### config.mk
export PLATFORM = sky130hd
export DESIGN_NAME = mmio_uart_tx
export DESIGN_NICKNAME = d
export VERILOG_FILES = /design/src/rtl/mmio_uart_pkg.sv /design/src/rtl/sync_fifo.sv /design/src/rtl/mmio_uart_tx.sv
export SDC_FILE = /design/constraint.sdc
export NUM_CORES = 1
export LEC_CHECK = 0
export ABC_AREA = 1
export BUFFER_PORTS_ARGS = -buffer_cell sky130_fd_sc_hd__buf_2
export CORE_ASPECT_RATIO = 1.75
export CORE_UTILIZATION = 54
export CTS_BUF_LIST = sky130_fd_sc_hd__clkbuf_2
export CTS_CLUSTER_SIZE = 16
export DETAILED_ROUTE_END_ITERATION = 8
export PLACE_DENSITY = 0.83
export SLEW_MARGIN = 10
export SYNTH_ARGS = -nofsm -noshare
export SYNTH_HDL_FRONTEND = slang
export SYNTH_SLANG_ARGS = --single-unit
export TNS_END_PERCENT = 10
### constraint.sdc
create_clock -name clk -period 3.39 [get_ports clk]
set_input_delay 0.1695 -clock clk [delete_from_list [all_inputs] [get_ports clk]]
set_output_delay 0.1695 -clock clk [all_outputs]
set_load 0.03 [all_outputs]
### src/rtl/mmio_uart_pkg.sv
// Shared types and constants for the memory-mapped UART transmitter.
// Latency: n/a (declarations only).
// Backpressure: n/a.
package mmio_uart_pkg;

    // Serialiser states; one frame walks START -> DATA -> STOP.
    typedef enum logic [1:0] {
        IDLE  = 2'd0,
        START = 2'd1,
        DATA  = 2'd2,
        STOP  = 2'd3
    } uart_state_t;

    // Bit positions inside the status word returned on loads.
    localparam int unsigned STAT_BUSY    = 0;
    localparam int unsigned STAT_FULL    = 1;
    localparam int unsigned STAT_OVF     = 2;
    localparam int unsigned STAT_CNT_LSB = 4;

endpackage

### src/rtl/sync_fifo.sv
// Synchronous FIFO with first-word fall-through read data.
// Latency: a pushed word is visible on dout_o the cycle after the push edge.
// Backpressure: push while full is refused unless a pop happens on the same edge.
module sync_fifo #(
    parameter int unsigned WIDTH = 8,
    parameter int unsigned DEPTH = 4
) (
    input  logic                       clk,
    input  logic                       reset,
    input  logic                       push_i,
    input  logic [WIDTH-1:0]           din_i,
    input  logic                       pop_i,
    output logic [WIDTH-1:0]           dout_o,
    output logic                       full_o,
    output logic                       empty_o,
    output logic [$clog2(DEPTH):0]     count_o
);

    localparam int unsigned AW = $clog2(DEPTH);
    localparam int unsigned CW = AW + 1;

    logic [WIDTH-1:0] mem_q [DEPTH];
    logic [AW-1:0]    wr_ptr_q, wr_ptr_d;
    logic [AW-1:0]    rd_ptr_q, rd_ptr_d;
    logic [CW-1:0]    count_q, count_d;
    logic             push_ok;
    logic             pop_ok;

    assign full_o  = (count_q == CW'(DEPTH));
    assign empty_o = (count_q == '0);
    assign count_o = count_q;
    assign dout_o  = mem_q[rd_ptr_q];

    // A full FIFO still accepts a push when the head leaves on the same edge.
    assign pop_ok  = pop_i && !empty_o;
    assign push_ok = push_i && (!full_o || pop_ok);

    // Pointer and occupancy next-state; pointers wrap naturally (power-of-two depth).
    always_comb begin
        wr_ptr_d = wr_ptr_q;
        rd_ptr_d = rd_ptr_q;
        count_d  = count_q;
        if (push_ok) wr_ptr_d = wr_ptr_q + AW'(1);
        if (pop_ok)  rd_ptr_d = rd_ptr_q + AW'(1);
        case ({push_ok, pop_ok})
            2'b10:   count_d = count_q + CW'(1);
            2'b01:   count_d = count_q - CW'(1);
            default: count_d = count_q;
        endcase
    end

    // Pointer and occupancy registers.
    always_ff @(posedge clk) begin
        if (reset) begin
            wr_ptr_q <= '0;
            rd_ptr_q <= '0;
            count_q  <= '0;
        end else begin
            wr_ptr_q <= wr_ptr_d;
            rd_ptr_q <= rd_ptr_d;
            count_q  <= count_d;
        end
    end

    // Storage array; contents are don't-care until written, so no reset.
    always_ff @(posedge clk) begin
        if (push_ok) mem_q[wr_ptr_q] <= din_i;
    end

endmodule

### src/rtl/mmio_uart_tx.sv
// Memory-mapped 8N1 UART transmitter snooping processor stores; status word on loads.
// Latency: first start bit appears on tx one cycle after the store edge; frame is 10*CLKS_PER_BIT.
// Backpressure: none to the CPU; stores to a full FIFO are dropped and flagged as sticky overflow.
module mmio_uart_tx
    import mmio_uart_pkg::*;
#(
    parameter logic [31:0] TX_ADDR      = 32'h0000_0100,
    parameter logic [31:0] STAT_ADDR    = 32'h0000_0104,
    parameter int unsigned CLKS_PER_BIT = 4,
    parameter int unsigned FIFO_DEPTH   = 4
) (
    input  logic        clk,
    input  logic        reset,
    input  logic        MemWrite,
    input  logic [31:0] DataAdr,
    input  logic [31:0] WriteData,
    output logic [31:0] StatusData,
    output logic        tx,
    output logic        busy
);

    localparam int unsigned BAUD_W = $clog2(CLKS_PER_BIT);
    localparam int unsigned CW     = $clog2(FIFO_DEPTH) + 1;

    uart_state_t       state_q, state_d;
    logic [BAUD_W-1:0] baud_q, baud_d;
    logic [2:0]        bit_q, bit_d;
    logic [7:0]        shift_q, shift_d;
    logic              tx_q, tx_d;
    logic              ovf_q, ovf_d;

    logic              push;
    logic              pop;
    logic              ovf_clr;
    logic              fifo_full;
    logic              fifo_empty;
    logic [7:0]        fifo_dout;
    logic [CW-1:0]     fifo_count;
    logic              baud_done;
    logic [31:0]       status;
    logic              unused_wdata;

    // Only the low byte (TX) and bit 2 (overflow clear) of the store data matter.
    assign unused_wdata = ^{WriteData[31:8], WriteData[7:3], WriteData[1:0]};

    assign push    = MemWrite && (DataAdr == TX_ADDR);
    assign ovf_clr = MemWrite && (DataAdr == STAT_ADDR) && WriteData[2];

    sync_fifo #(
        .WIDTH (8),
        .DEPTH (FIFO_DEPTH)
    ) u_fifo (
        .clk     (clk),
        .reset   (reset),
        .push_i  (push),
        .din_i   (WriteData[7:0]),
        .pop_i   (pop),
        .dout_o  (fifo_dout),
        .full_o  (fifo_full),
        .empty_o (fifo_empty),
        .count_o (fifo_count)
    );

    assign baud_done = (baud_q == BAUD_W'(CLKS_PER_BIT - 1));

    // Overflow is sticky; a drop on the same edge as a clear wins.
    always_comb begin
        ovf_d = (ovf_q && !ovf_clr) || (push && fifo_full && !pop);
    end

    // Serialiser next-state: pop/load, bit stepping, baud reload on state change.
    always_comb begin
        state_d = state_q;
        bit_d   = bit_q;
        shift_d = shift_q;
        baud_d  = baud_q;
        pop     = 1'b0;
        tx_d    = 1'b1;
        case (state_q)
            IDLE: begin
                if (!fifo_empty) begin
                    pop     = 1'b1;
                    shift_d = fifo_dout;
                    state_d = START;
                end
            end
            START: begin
                if (baud_done) state_d = DATA;
            end
            DATA: begin
                if (baud_done) begin
                    shift_d = {1'b0, shift_q[7:1]};
                    if (bit_q == 3'd7) begin
                        bit_d   = 3'd0;
                        state_d = STOP;
                    end else begin
                        bit_d = bit_q + 3'd1;
                    end
                end
            end
            STOP: begin
                if (baud_done) begin
                    // Chain straight into the next start bit when more data waits.
                    if (!fifo_empty) begin
                        pop     = 1'b1;
                        shift_d = fifo_dout;
                        state_d = START;
                    end else begin
                        state_d = IDLE;
                    end
                end
            end
            default: state_d = IDLE;
        endcase

        if (state_d != state_q)  baud_d = '0;
        else if (state_q != IDLE) baud_d = baud_done ? '0 : baud_q + BAUD_W'(1);

        // tx is registered, so it is derived from where the FSM is heading.
        case (state_d)
            START:   tx_d = 1'b0;
            DATA:    tx_d = shift_d[0];
            default: tx_d = 1'b1;
        endcase
    end

    // Serialiser and flag registers; reset aborts any frame and idles the line high.
    always_ff @(posedge clk) begin
        if (reset) begin
            state_q <= IDLE;
            baud_q  <= '0;
            bit_q   <= '0;
            shift_q <= '0;
            tx_q    <= 1'b1;
            ovf_q   <= 1'b0;
        end else begin
            state_q <= state_d;
            baud_q  <= baud_d;
            bit_q   <= bit_d;
            shift_q <= shift_d;
            tx_q    <= tx_d;
            ovf_q   <= ovf_d;
        end
    end

    assign tx   = tx_q;
    assign busy = (state_q != IDLE) || (fifo_count != '0);

    // Status word assembly; only driven when the status address is on the bus.
    always_comb begin
        status                      = '0;
        status[STAT_BUSY]           = busy;
        status[STAT_FULL]           = fifo_full;
        status[STAT_OVF]            = ovf_q;
        status[STAT_CNT_LSB +: 4]   = 4'(fifo_count);
        StatusData                  = (DataAdr == STAT_ADDR) ? status : 32'h0;
    end

endmodule

# Yosys cells after proc, flatten, opt, wreduce, memory -nomap -nowiden
# Memories as Yosys holds them, arrays and structs flattened. A register that Yosys moved wholly into a read port is not among the register bits.
# Cells that the tools add are included.
# totals
ff_bits	24
latch_bits	0
ramBits	32
mem_bits_ro	0
in_bits	67
elab_cells	79
mem_count	1
# op_classes
add_sub_neg	6
n_mul	0
div	0
magnitude_cmp	0
n_eq_ne	15
shifts	0
muxes	23
n_bitwise	0
reduce_logical	24
# memory_table
name	depth	width	read_ports	rd_ports_with_merged_regs	wr	line_no	rtl
u_fifo.mem_q	4	8	1	1	1	sync_fifo.sv:22	logic [WIDTH-1:0] mem_q [DEPTH];
# ops
cell	n
$eq A32 B9 Y1 const B	2
$mux W8	3
$pmux W8 S3	1
$mux W2	8
$eq A2 B2 Y1 const B	5
$logic_and A1 B1 Y1	8
$pmux W2 S4	1
$mux W7	1
$add A2 B1 Y2 const B	3
$add A3 B1 Y3 const B	2
$eq A2 B1 Y1 const B	3
$eq A3 B3 Y1 const B	2
$pmux W3 S2	1
$reduce_bool A3 Y1	2
$mux W1	5
$logic_not A1 Y1	4
$ne A2 B2 Y1 const B	2
$pmux W1 S2	2
$reduce_bool A2 Y1	2
$logic_not A3 Y1	1
$logic_or A1 B1 Y1	3
$mux W3	1
$reduce_and A3 Y1	1
$sub A3 B1 Y3 const B	1
other kinds (4)	4

# Depth between registers and ports, before layout
# Gate-level depths: netlist (run 1).
# depth
ltp_word	9
ltp_mapped	15

# Modules after synthesis
# Synthesis (run 1) repeated with hierarchy kept, for this count alone.
# hier_totals
hier_cells	414
area_unflattened_um2	3291.9
# by_module_without_submodules
mod	n_inst	cells_per_inst	area_per_inst_um2	seq_area_each_um2
sync_fifo	1	140	1662.8	1141.1
mmio_uart_tx	1	274	1629.1	340.3

# Worst setup path before layout (run 1)
# No wires, ideal clock.
# synth_path
kind	flip-flop to flip-flop
from	reg state_q[1]
to	reg u_fifo.count_q[2], in the netlist u_fifo.count_o[2]
setup_time_ns	0.122
arrival_ns	2.268
required_time_ns	3.268
path_slack_ns	1.000
path_stages_with_launch	16
period_less_slack_ns	2.390
cell_sequence	dfxtp_1 > clkbuf_2 > inv_1 > ha_1 > inv_2 > nand2_4 > nand3_4 > nand3_4 > nand3_4 > ha_1 > inv_1 > fa_1 > a21oi_1 > o21ai_0 > o21ai_0 > a21oi_1
# synth_via
elab_chain_cells	7
word_cells_on_any_way	10
classes_between	3 x eq/ne; 2 x mux; 5 x reduce/logical
# synth_lines
element	line_no	rtl
start: declaration	mmio_uart_tx.sv:25	uart_state_t state_q, state_d;
start signal: assignment	mmio_uart_tx.sv:137	state_q <= state_d;
$eq A2 B2 Y1 / $logic_not A2 Y1 (equally long branches)	mmio_uart_tx.sv:79	case (state_q)
$pmux W1 S2 (*)	mmio_uart_tx.sv:79	
$logic_and A1 B1 Y1 (*)	sync_fifo.sv:35	assign pop_ok = pop_i && !empty_o;
$logic_or A1 B1 Y1	sync_fifo.sv:36	assign push_ok = push_i && (!full_o || pop_ok);
$logic_and A1 B1 Y1	sync_fifo.sv:36	
$eq A2 B1 Y1 / $eq A2 B2 Y1 (equally long branches)	sync_fifo.sv:45	case ({push_ok, pop_ok})
$pmux W3 S2 / $reduce_bool A2 Y1 (equally long branches)	-	
end signal: assignment	sync_fifo.sv:61	count_q <= count_d;
end: declaration	sync_fifo.sv:25	logic [CW-1:0] count_q, count_d;
# Mark *: on every way between the ends. The rest lies on a longest branch, timed or not.
# A chain may end at the register's enable or synchronous reset.

# Worst setup path after layout (run 1)
# Same ends and word-level chain as after synthesis.

==> results of run 1 <==
synth_stat cells:
master | n | area [sq um]
nand2_1 | 130 | 488
inv_1 | 60 | 225
nor2_1 | 57 | 214
edfxtp_1 | 32 | 961
nand3_1 | 28 | 140
buf_4 | 27 | 203
dfxtp_1 | 26 | 521
a21oi_1 | 19 | 95.1
o21ai_0 | 14 | 70.1
ha_1 | 13 | 163
inv_2 | 4 | 15.0
nor2_2 | 4 | 25.0
o21ai_1 | 4 | 20.0
nand3_4 | 3 | 52.6
nand3b_1 | 3 | 22.5
nand4_1 | 3 | 18.8
buf_2 | 2 | 10.0
buf_6 | 2 | 22.5
nand2_4 | 2 | 22.5
nor3_1 | 2 | 10.0
a31oi_1 | 1 | 6.26
clkbuf_1 | 1 | 3.75
clkbuf_2 | 1 | 5.00
clkinv_1 | 1 | 3.75
conb_1 | 1 | 3.75
fa_1 | 1 | 20.0
mux2i_1 | 1 | 10.0
nand2_2 | 1 | 6.26
nor2_4 | 1 | 11.3
nor3b_2 | 1 | 12.5
o21ai_2 | 1 | 8.76
power by group:
group	internal (W)	switching [W]	leakage (nW)
Clock	0.000175	0.000246	0.0734
Combinational	0.000242	0.000503	1.22
Sequential	0.000788	0.0000542	0.498
flip-flops by register name, summed over array words and instances, names as in the netlist, 2 cells and up, named ones only:
name and count:
u_fifo.mem_q 32, shift_q 8, bit_q 3, u_fifo.count_o 3, baud_q 2, state_q 2
u_fifo.rd_ptr_q 2, u_fifo.wr_ptr_q 2
repair_timing:
action,4_1_cts,5_1_grt
endpoints found under the hold margin,32,0
gates resized for setup,0,0
hold buffers,8,0
cells by family after synthesis:
logic type	count (synthesis)	share of synthesized area
compound gates	39	0.0591
fa+ha+maj	14	0.0539
other cells	1	0.00111
simple gates	235	0.302
flops	58	0.437
buf+inv	98	0.144
mux	1	0.00295
how the worst max path moves through the flow:
stage                        endpoint
finish              u_fifo.count_o[2]
global route        u_fifo.count_o[2]
CTS                 u_fifo.count_o[2]
detailed placement  u_fifo.count_o[2]
global placement    u_fifo.count_o[2]
floorplan           u_fifo.count_o[2]
stage by stage:
stage	hold slack (ns)	util	total power (W)
floorplan	0.239	-	0.00146
global placement	0.382	0.601	0.00158
detailed placement	0.385	0.601	0.00159
CTS	0.00330	0.631	0.00201
global route	0.0110	0.632	0.00214
finish	0.0103	0.632	0.00201
cell type report:
class	instances	area (sq um)
Antenna cell	1	2.50
Clock buffer	12	60.1
Clock inverter	4	43.8
Fill cell	512	2200
Inverter	65	244
Multi-Input combinational cell	315	1510
Sequential cell	58	1480
Tap cell	78	97.6
Timing Repair Buffer	58	330
metal layers:
layer | GRT usage | up-vias | part of all wire
met2 | 0.415 | 91 | 0.56
met3 | 0.0458 | 14 | 0.040
met1 | 0.225 | 1285 | 0.38
met4 | 0.124 | 0 | 0.028
li1 | - | 1473 | -
met5 | 0 | - | 0
==> reports/qor.csv, run 1 <==
stage,metric,value,unit
status,status,"finished, final reports clean",
layout,Layout Nets,588,
worst_setup_path,critical path's top delay family,adder cells,
global_route,vias in the first global route,2729,
hold_path,min-delay worst type,in2reg,
clock_tree,CTS H-tree depth,3,
sta,RSZ-0062 raised after global routing,false,
clock_tree,postcts setup bufs,0,
worst_setup_path,Buf/Inv on CP,3,
sta,Max Clock Freq,372,MHz
worst_setup_path,worst-path cell chain,inv_1 -> ha_1 -> inv_2 -> nand2_4 -> nand3_4 -> nand3_4 -> nand3_4 -> ha_1 -> inv_1 -> fa_1 -> a21oi_1 -> o21ai_0 -> o21ai_0 -> a21oi_1,
layout,"commonest non-fill, non-tap cells in the layout","130 x nand2_1, 60 x inv_1, 57 x nor2_1",
place,placed cell count,566,
worst_setup_path,CP Max Fanout,9,
sta,Slew headroom,0.466,
layout,layout cells sized above 1,0.160,
sta,Final TNS setup,0,ns
hold_path,Worst Min Path Start,reset,
synthesis,Synth Warn #,0,
clock_tree,clock slew at reported path FFs,0.15,ns
synthesis,sequential share of the synthesized area,0.437,
route,drt first-iter violations,76,
place,DP Area,3590,sq um
route,DR vias/cell,4.84,
layout,Area Overhead vs Synth,11.3,%
worst_setup_path,critical path launch point type,flop,
route,drt first pass iters,4,
worst_setup_path,internal reg-to-reg setup slack,0.70,ns
global_route,first-pass GRT wire length,11000,microns
layout,"commonest non-fill, non-tap cell in the layout",nand2_1,
die,die height,107,microns
sta,Final min period,2.69,ns
sta,final worst slack,0.699,ns
place,detailed placement HPWL,4800,microns
hold_path,Hold Path Stages,2,
clock_tree,clock root buffer master,clkbuf_2,
clock_tree,CTS Sinks,58,
power_and_ir_drop,Lkg Pwr,1.79,nW
layout,final instance area,3770,sq um
worst_setup_path,instance count on the critical path,14,
sta,Slew @ Worst Pin,0.799,ns
synthesis,Netlist cell types,31,
clock_tree,clock buffer depth,2,
synthesis,post-synthesis register bit count,58,
sta,Hold Fails Final Rpt,0,
worst_setup_path,type of the worst setup path,reg2reg,
worst_setup_path,CP max stage delay,0.53,ns
clock_tree,CTS Buf Count,9,
power_and_ir_drop,Power Dens Cells,532,nW/um^2
layout,Finished Layout Cells,591,
place,dpl ws,0.750,ns
die,total die area,6610,sq um
run,max-cap viol count,0,
hold_path,hold worst-path end,state_q[0],
global_route,total grt overflow,0,
die,Die W,61.9,microns
place,routability congestion estimate,0.828,
worst_setup_path,worst flop-to-flop path startpoint,state_q[1],
synthesis,Cells after Synth,446,
sta,pins over their slew limit,0,
route,average wire per cell in the routed design,11.0,microns
worst_setup_path,Most common cell on crit path,nand3_4,
global_route,GRT Util Overall,0.228,
worst_setup_path,CP Data Required Time,3.80,ns
route,DRT Wirelength,6530,microns
route,ANT nets after route,0,
worst_setup_path,reg-to-reg endpoint,u_fifo.count_o[2],
synthesis,post-synthesis cell area,3390,sq um
power_and_ir_drop,Max rail drop VDD,0.000585,V
clock_tree,"Clk Latency, worst-skew pair",0.51,ns
global_route,largest net degree at the start of global routing,18,
global_route,initial antenna violation count,1,
worst_setup_path,CP Launch Point,state_q[1],
route,DR vias,2863,
clock_tree,CTS tree,built,
place,PortBufs,50,
die,I/O pin count,101,
die,Initial Utilization,0.568,
worst_setup_path,worst-case reg-to-reg path depth,14,
worst_setup_path,CP Capture Type,flop,
die,Placeable Area,5970,sq um
sta,Worst Skew,0.0232,ns
synthesis,Syn Area/Cell,7.60,sq um
sta,setup violators final,0,
worst_setup_path,WP data arrival,3.10,ns
sta,crit share post-route,0.794,
route,DRC Markers,0,
worst_setup_path,Worst path slowest cell,dfxtp_1,
die,Site Rows,37,
(Power assumes the default switching activity.)
==> inputs of run 2 (changes only) <==
--- a/config.mk
+++ b/config.mk
@@ -8,11 +8,11 @@
 export ABC_AREA = 1
 export BUFFER_PORTS_ARGS = -buffer_cell sky130_fd_sc_hd__buf_2
 export CORE_ASPECT_RATIO = 1.75
-export CORE_UTILIZATION = 54
+export CORE_UTILIZATION = 48
 export CTS_BUF_LIST = sky130_fd_sc_hd__clkbuf_2
 export CTS_CLUSTER_SIZE = 16
 export DETAILED_ROUTE_END_ITERATION = 8
-export PLACE_DENSITY = 0.83
+export PLACE_DENSITY = 0.78
 export SLEW_MARGIN = 10
 export SYNTH_ARGS = -nofsm -noshare
 export SYNTH_HDL_FRONTEND = slang
==> constraint.sdc (replaced) <==
create_clock -name clk -period 2.2 [get_ports clk]
set_input_delay 0.11 -clock clk [delete_from_list [all_inputs] [get_ports clk]]
set_output_delay 0.11 -clock clk [all_outputs]
set_load 0.03 [all_outputs]
==> reports/qor.csv, run 2 (same netlist as run 1, synthesis figures left out) <==
stage,metric,value,unit,change
status,status,"finished, final reports clean",,unchanged
hold_path,min-delay worst type,in2reg,,unchanged
route,ANT nets after route,0,,unchanged
clock_tree,CTS Sinks,58,,unchanged
power_and_ir_drop,Max rail drop VDD,0.000675,V,was 0.000585 V
die,total die area,7410,sq um,was 6610 sq um
global_route,GRT Util Overall,0.205,,was 0.228
die,Placeable Area,6860,sq um,was 5970 sq um
die,Site Rows,40,,was 37
die,I/O pin count,101,,unchanged
sta,Max Clock Freq,477,MHz,was 372 MHz
sta,RSZ-0062 raised after global routing,false,,unchanged
global_route,gr busiest metal,met2,,unchanged
hold_path,hold worst-path end,ovf_q,,was state_q[0]
sta,pins over their slew limit,0,,unchanged
hold_path,Worst Min Path Start,MemWrite,,was reset
worst_setup_path,internal reg-to-reg setup slack,0.11,ns,was 0.70 ns
global_route,total grt overflow,0,,unchanged
route,DRC Markers,0,,unchanged
sta,Worst Skew,0.0243,ns,was 0.0232 ns
place,routability congestion estimate,0.797,,was 0.828
layout,layout cells sized above 1,0.197,,was 0.160
global_route,vias in the first global route,2656,,"was 2,729"
global_route,M2 GR Usage,0.392,,was 0.415
place,PortBufs,50,,unchanged
hold_path,Hold Path Stages,6,,was 2
sta,setup violators final,0,,unchanged
route,DR vias,2899,,"was 2,863"
worst_setup_path,CP Data Required Time,2.57,ns,was 3.80 ns
sta,Hold Fails Final Rpt,0,,unchanged
layout,FILL cells,603,,was 512
global_route,GR Util met3,0.0423,,was 0.0458
worst_setup_path,WP data arrival,2.46,ns,was 3.10 ns
worst_setup_path,type of the worst setup path,reg2reg,,unchanged
global_route,first-pass GRT wire length,11400,microns,"was 11,000 microns"
clock_tree,clock buffer depth,2,,unchanged
clock_tree,clock slew at reported path FFs,0.14,ns,was 0.15 ns
layout,Area Overhead vs Synth,16.6,%,was 11.3%
route,average wire per cell in the routed design,11.2,microns,was 11.0 microns
place,detailed placement HPWL,5140,microns,was 4800 microns
run,max-cap viol count,0,,unchanged
die,die height,113,microns,was 107 microns
worst_setup_path,reg-to-reg endpoint,u_fifo.count_o[2],,unchanged
layout,biggest regs,"u_fifo.mem_q (32), shift_q (8)",,unchanged
clock_tree,CTS tree,built,,unchanged
layout,Layout Nets,604,,was 588
die,Initial Utilization,0.494,,was 0.568
worst_setup_path,CP Max Fanout,5,,was 9
place,DP Area,3710,sq um,was 3590 sq um
sta,Final min period,2.09,ns,was 2.69 ns
worst_setup_path,CP Launch Point,state_q[1],,unchanged
layout,Top reg by flops,u_fifo.mem_q,,unchanged
route,DR vias/cell,4.74,,was 4.84
clock_tree,CTS Buf Count,9,,unchanged
sta,crit share post-route,0.952,,was 0.794
layout,n_diodes,0,,was 1
global_route,M1 GR Usage,0.192,,was 0.225
clock_tree,clock root buffer master,clkbuf_2,,unchanged
worst_setup_path,worst flop-to-flop path startpoint,state_q[1],,unchanged
route,DRT Wirelength,6880,microns,was 6530 microns
sta,Final TNS setup,0,ns,unchanged
die,Die W,65.5,microns,was 61.9 microns
worst_setup_path,worst-case reg-to-reg path depth,14,,unchanged
layout,"commonest non-fill, non-tap cell in the layout",nand2_1,,unchanged
power_and_ir_drop,Power Dens Cells,842,nW/um^2,was 532 nW/um^2
global_route,initial antenna violation count,0,,was 1
layout,final instance area,3950,sq um,was 3770 sq um
power_and_ir_drop,Lkg Pwr,1.88,nW,was 1.79 nW
worst_setup_path,CP Capture Type,flop,,unchanged
clock_tree,CTS H-tree depth,3,,unchanged
layout,"commonest non-fill, non-tap cells in the layout","130 x nand2_1, 57 x inv_1, 57 x nor2_1",,"was 130 x nand2_1, 60 x inv_1, 57 x nor2_1"
route,drt first-iter violations,96,,was 76
global_route,largest net degree at the start of global routing,17,,was 18
layout,max reg flops,32,,unchanged
worst_setup_path,critical path launch point type,flop,,unchanged
clock_tree,"Clk Latency, worst-skew pair",0.48,ns,was 0.51 ns
route,drt first pass iters,4,,unchanged
run 2: how the worst max path moves through the flow:
stage	end	slack [ns]	cells after the start
floorplan	u_fifo.count_o[2]	0.01	15
global placement	u_fifo.count_o[2]	0.04	14
detailed placement	u_fifo.count_o[2]	-0.01	14
CTS	u_fifo.count_o[2]	0.0004	14
global route	u_fifo.count_o[2]	0.002	14
finish	u_fifo.count_o[2]	0.11	14
run 2: stage by stage:
stage / setup WS [ns] / hold slack (ns) / total power [W] / instances / util
after floorplan: 0.0106 / 0.179 / 0.00229 / 471 / -
after global routing: 0.00227 / 0.0610 / 0.00355 / 612 / 0.576
final: 0.105 / 0.0658 / 0.00333 / 612 / 0.576
after detailed placement: -0.0143 / 0.325 / 0.00256 / 585 / 0.541
after global placement: 0.0372 / 0.320 / 0.00252 / 585 / 0.541
after CTS: 0.000429 / 0.0182 / 0.00333 / 611 / 0.574
run 2: metal layers:
| layer | wire [microns] | up-vias |
|---|---|---|
| met1 | 2520 | 1279 |
| li1 | - | 1504 |
| met5 | 0 | - |
| met3 | 275 | 13 |
| met4 | 189 | 0 |
| met2 | 3890 | 103 |
run 2: where the power goes:
group          internal (W)  switching [W]
clock              0.000374       0.000372
sequential          0.00122      0.0000717
combinational      0.000462       0.000827
run 2: critical path, cell delays in order, from the launching register on:
cell and delay [ns]:
dfxtp_4 0.40, inv_2 0.07, ha_4 0.18, inv_4 0.07, nand2_4 0.06, nand3_4 0.10, nand3_4 0.08, nand3_4 0.09
ha_1 0.16, inv_2 0.05, fa_2 0.34, a21oi_1 0.14, o21ai_1 0.09, o21ai_1 0.13, a21oi_1 0.05
run 2: timing repair:
item                       CTS  global route
setup endpoints to repair    1             1
gates cloned                 0             0
hold buffers                 9             0
gates resized for setup      2             3
setup buffers                1             1
hold endpoints to repair    44             0
run 2: area by class of cell:
class,count,area (sq um),area share
Timing Repair Buffer,74,453,0.115
Clock inverter,6,81.3,0.0206
Sequential cell,58,1490,0.376
Inverter,65,246,0.0624
Multi-Input combinational cell,315,1530,0.387
Clock buffer,10,50.0,0.0127
Tap cell,84,105,0.0266
==> inputs of run 3 (changes only) <==
--- a/config.mk
+++ b/config.mk
@@ -13,6 +13,7 @@
 export CTS_CLUSTER_SIZE = 16
 export DETAILED_ROUTE_END_ITERATION = 8
 export PLACE_DENSITY = 0.78
+export REMOVE_ABC_BUFFERS = 1
 export SLEW_MARGIN = 10
 export SYNTH_ARGS = -nofsm -noshare
 export SYNTH_HDL_FRONTEND = slang
==> reports/qor.csv, run 3 (same netlist as run 1, synthesis figures left out) <==
stage,metric,value,unit,change
status,status,"finished, final reports clean",,unchanged
worst_setup_path,CP Data Required Time,2.60,ns,was 2.57 ns
power_and_ir_drop,Clock Power Share,0.257,,was 0.224
route,ANT nets after route,0,,unchanged
place,DP Area,3740,sq um,was 3710 sq um
worst_setup_path,worst flop-to-flop path startpoint,state_q[0],,was state_q[1]
hold_path,Worst Min Path Start,DataAdr[2],,was MemWrite
route,DRC Markers,0,,unchanged
place,PortBufs,50,,unchanged
global_route,first-pass GRT wire length,11700,microns,"was 11,400 microns"
global_route,initial antenna violation count,0,,unchanged
layout,Area Overhead vs Synth,19.1,%,was 16.6%
power_and_ir_drop,combinational power share,0.377,,was 0.387
layout,final instance area,4040,sq um,was 3950 sq um
power_and_ir_drop,Reg power frac,0.366,,was 0.388
die,Die W,65.5,microns,unchanged
route,DRT Wirelength,7020,microns,was 6880 microns
global_route,largest net degree at the start of global routing,17,,unchanged
clock_tree,clock root buffer master,clkbuf_2,,unchanged
clock_tree,"Clk Latency, worst-skew pair",0.49,ns,was 0.48 ns
power_and_ir_drop,Power Dens Cells,864,nW/um^2,was 842 nW/um^2
layout,n_diodes,0,,unchanged
worst_setup_path,CP Capture Type,flop,,unchanged
hold_path,min-delay worst type,in2reg,,unchanged
power_and_ir_drop,Max rail drop VDD,0.000483,V,was 0.000675 V
layout,"commonest non-fill, non-tap cell in the layout",nand2_1,,unchanged
layout,max reg flops,32,,unchanged
route,DR vias/cell,4.77,,was 4.74
route,average wire per cell in the routed design,11.3,microns,was 11.2 microns
worst_setup_path,WP data arrival,2.51,ns,was 2.46 ns
die,die height,113,microns,unchanged
sta,Final min period,2.11,ns,was 2.09 ns
worst_setup_path,type of the worst setup path,reg2reg,,unchanged
route,DR vias,2961,,"was 2,899"
route,drt first pass iters,4,,unchanged
layout,Top reg by flops,u_fifo.mem_q,,unchanged
power_and_ir_drop,P_sw,0.00130,W,was 0.00127 W
route,drt first-iter violations,78,,was 96
clock_tree,CTS H-tree depth,3,,unchanged
sta,Max Clock Freq,474,MHz,was 477 MHz
layout,"commonest non-fill, non-tap cells in the layout","130 x nand2_1, 60 x inv_1, 57 x nor2_1",,"was 130 x nand2_1, 57 x inv_1, 57 x nor2_1"
die,total die area,7410,sq um,unchanged
global_route,vias in the first global route,2888,,"was 2,656"
clock_tree,CTS Sinks,58,,unchanged
sta,crit share post-route,0.959,,was 0.952
sta,Worst Skew,0.0285,ns,was 0.0243 ns
place,routability congestion estimate,0.840,,was 0.797
die,I/O pin count,101,,unchanged
layout,Layout Nets,613,,was 604
clock_tree,clock buffer depth,2,,unchanged
power_and_ir_drop,P_int,0.00219,W,was 0.00206 W
die,Initial Utilization,0.494,,unchanged
layout,layout cells sized above 1,0.199,,was 0.197
power_and_ir_drop,"Power, Total",0.00349,W,was 0.00333 W
sta,setup violators final,0,,unchanged
clock_tree,clock slew at reported path FFs,0.17,ns,was 0.14 ns
run,max-cap viol count,0,,unchanged
power_and_ir_drop,Net Sw Frac,0.374,,was 0.382
worst_setup_path,CP Launch Point,state_q[0],,was state_q[1]
layout,biggest regs,"u_fifo.mem_q (32), shift_q (8)",,unchanged
global_route,total grt overflow,0,,unchanged
die,Site Rows,40,,unchanged
place,detailed placement HPWL,5290,microns,was 5140 microns
power_and_ir_drop,Lkg Pwr,1.93,nW,was 1.88 nW
worst_setup_path,critical path launch point type,flop,,unchanged
global_route,GRT Util Overall,0.209,,was 0.205
die,Placeable Area,6860,sq um,unchanged
sta,pins over their slew limit,0,,unchanged
clock_tree,CTS tree,built,,unchanged
sta,Hold Fails Final Rpt,0,,unchanged
worst_setup_path,CP Max Fanout,4,,was 5
clock_tree,CTS Buf Count,9,,unchanged
## run 3: cell count changes in the layout (fill, tap and decap cells not counted), moves of 2 or more
| cell | previous run | this run |
|---|---|---|
| dlygate4sd3_1 | 9 | 11 |
| inv_1 | 57 | 60 |
| clkinv_2 | 2 | 0 |
| inv_2 | 6 | 4 |
| buf_4 | 15 | 22 |
## run 3: layout make-up
cell class | instances | area [sq um]
Clock buffer | 9 | 45.0
Timing Repair Buffer | 83 | 526
Inverter | 65 | 244
Fill cell | 582 | 2820
Sequential cell | 58 | 1480
Clock inverter | 7 | 118
Multi-Input combinational cell | 315 | 1520
Tap cell | 84 | 105
## run 3: routing by layer
layer,share of wire,GRT usage,vias to the layer above
li1,-,-,1528
met1,0.37,0.196,1311
met2,0.55,0.394,105
met3,0.044,0.0474,17
met4,0.035,0.123,0
met5,0,0,-
## run 3: power by group through the flow
stage | sequential, W | combinational (W) | clock [W]
2_1_floorplan | 0.00131 | 0.000862 | 0
3_3_place_gp | 0.00129 | 0.00124 | 0
3_5_place_dp | 0.00130 | 0.00127 | 0
4_1_cts | 0.00128 | 0.00129 | 0.000915
5_1_grt | 0.00128 | 0.00148 | 0.000953
6_report | 0.00128 | 0.00132 | 0.000897
## run 3: timing repair
item                                    CTS  global route
gates resized for setup                   4             1
hold buffers                             11             0
pin swaps                                 0             0
endpoints found under the hold margin    44             0
endpoints found under the setup margin    1             1
setup buffers                             0             3
## run 3: critical path: stages (launching register included)
cell and delay [ns]:
dfxtp_2 0.38, inv_1 0.06, ha_1 0.22, inv_2 0.08, nand2_4 0.06, nand3_4 0.10
nand3_4 0.08, nand3_4 0.09, ha_1 0.15, inv_1 0.06, fa_2 0.34, a21oi_1 0.14
o21ai_1 0.09, o21ai_1 0.12, a21oi_1 0.05
## run 3: path summary, 6_finish.rpt
check,cells past startpoint,slack [ns],endpoint
max,14,0.09,u_fifo.count_o[2]
min,5,0.08,u_fifo.wr_ptr_q[0]
max reg2reg,14,0.09,u_fifo.count_o[2]
min reg2reg,2,0.47,flop
## run 3: stage by stage
stage | setup WS (ns) | cells | setup TNS, ns | hold slack [ns] | util
final | 0.0900 | 621 | 0 | 0.0785 | 0.589
after detailed placement | -0.0472 | 591 | -0.0472 | 0.332 | 0.545
after floorplan | -0.175 | 438 | -0.175 | 0.179 | -
after global routing | -0.0222 | 621 | -0.0222 | 0.0853 | 0.589
after CTS | 0.00971 | 618 | 0 | 0.0269 | 0.585
after global placement | 0.0232 | 591 | 0 | 0.323 | 0.545
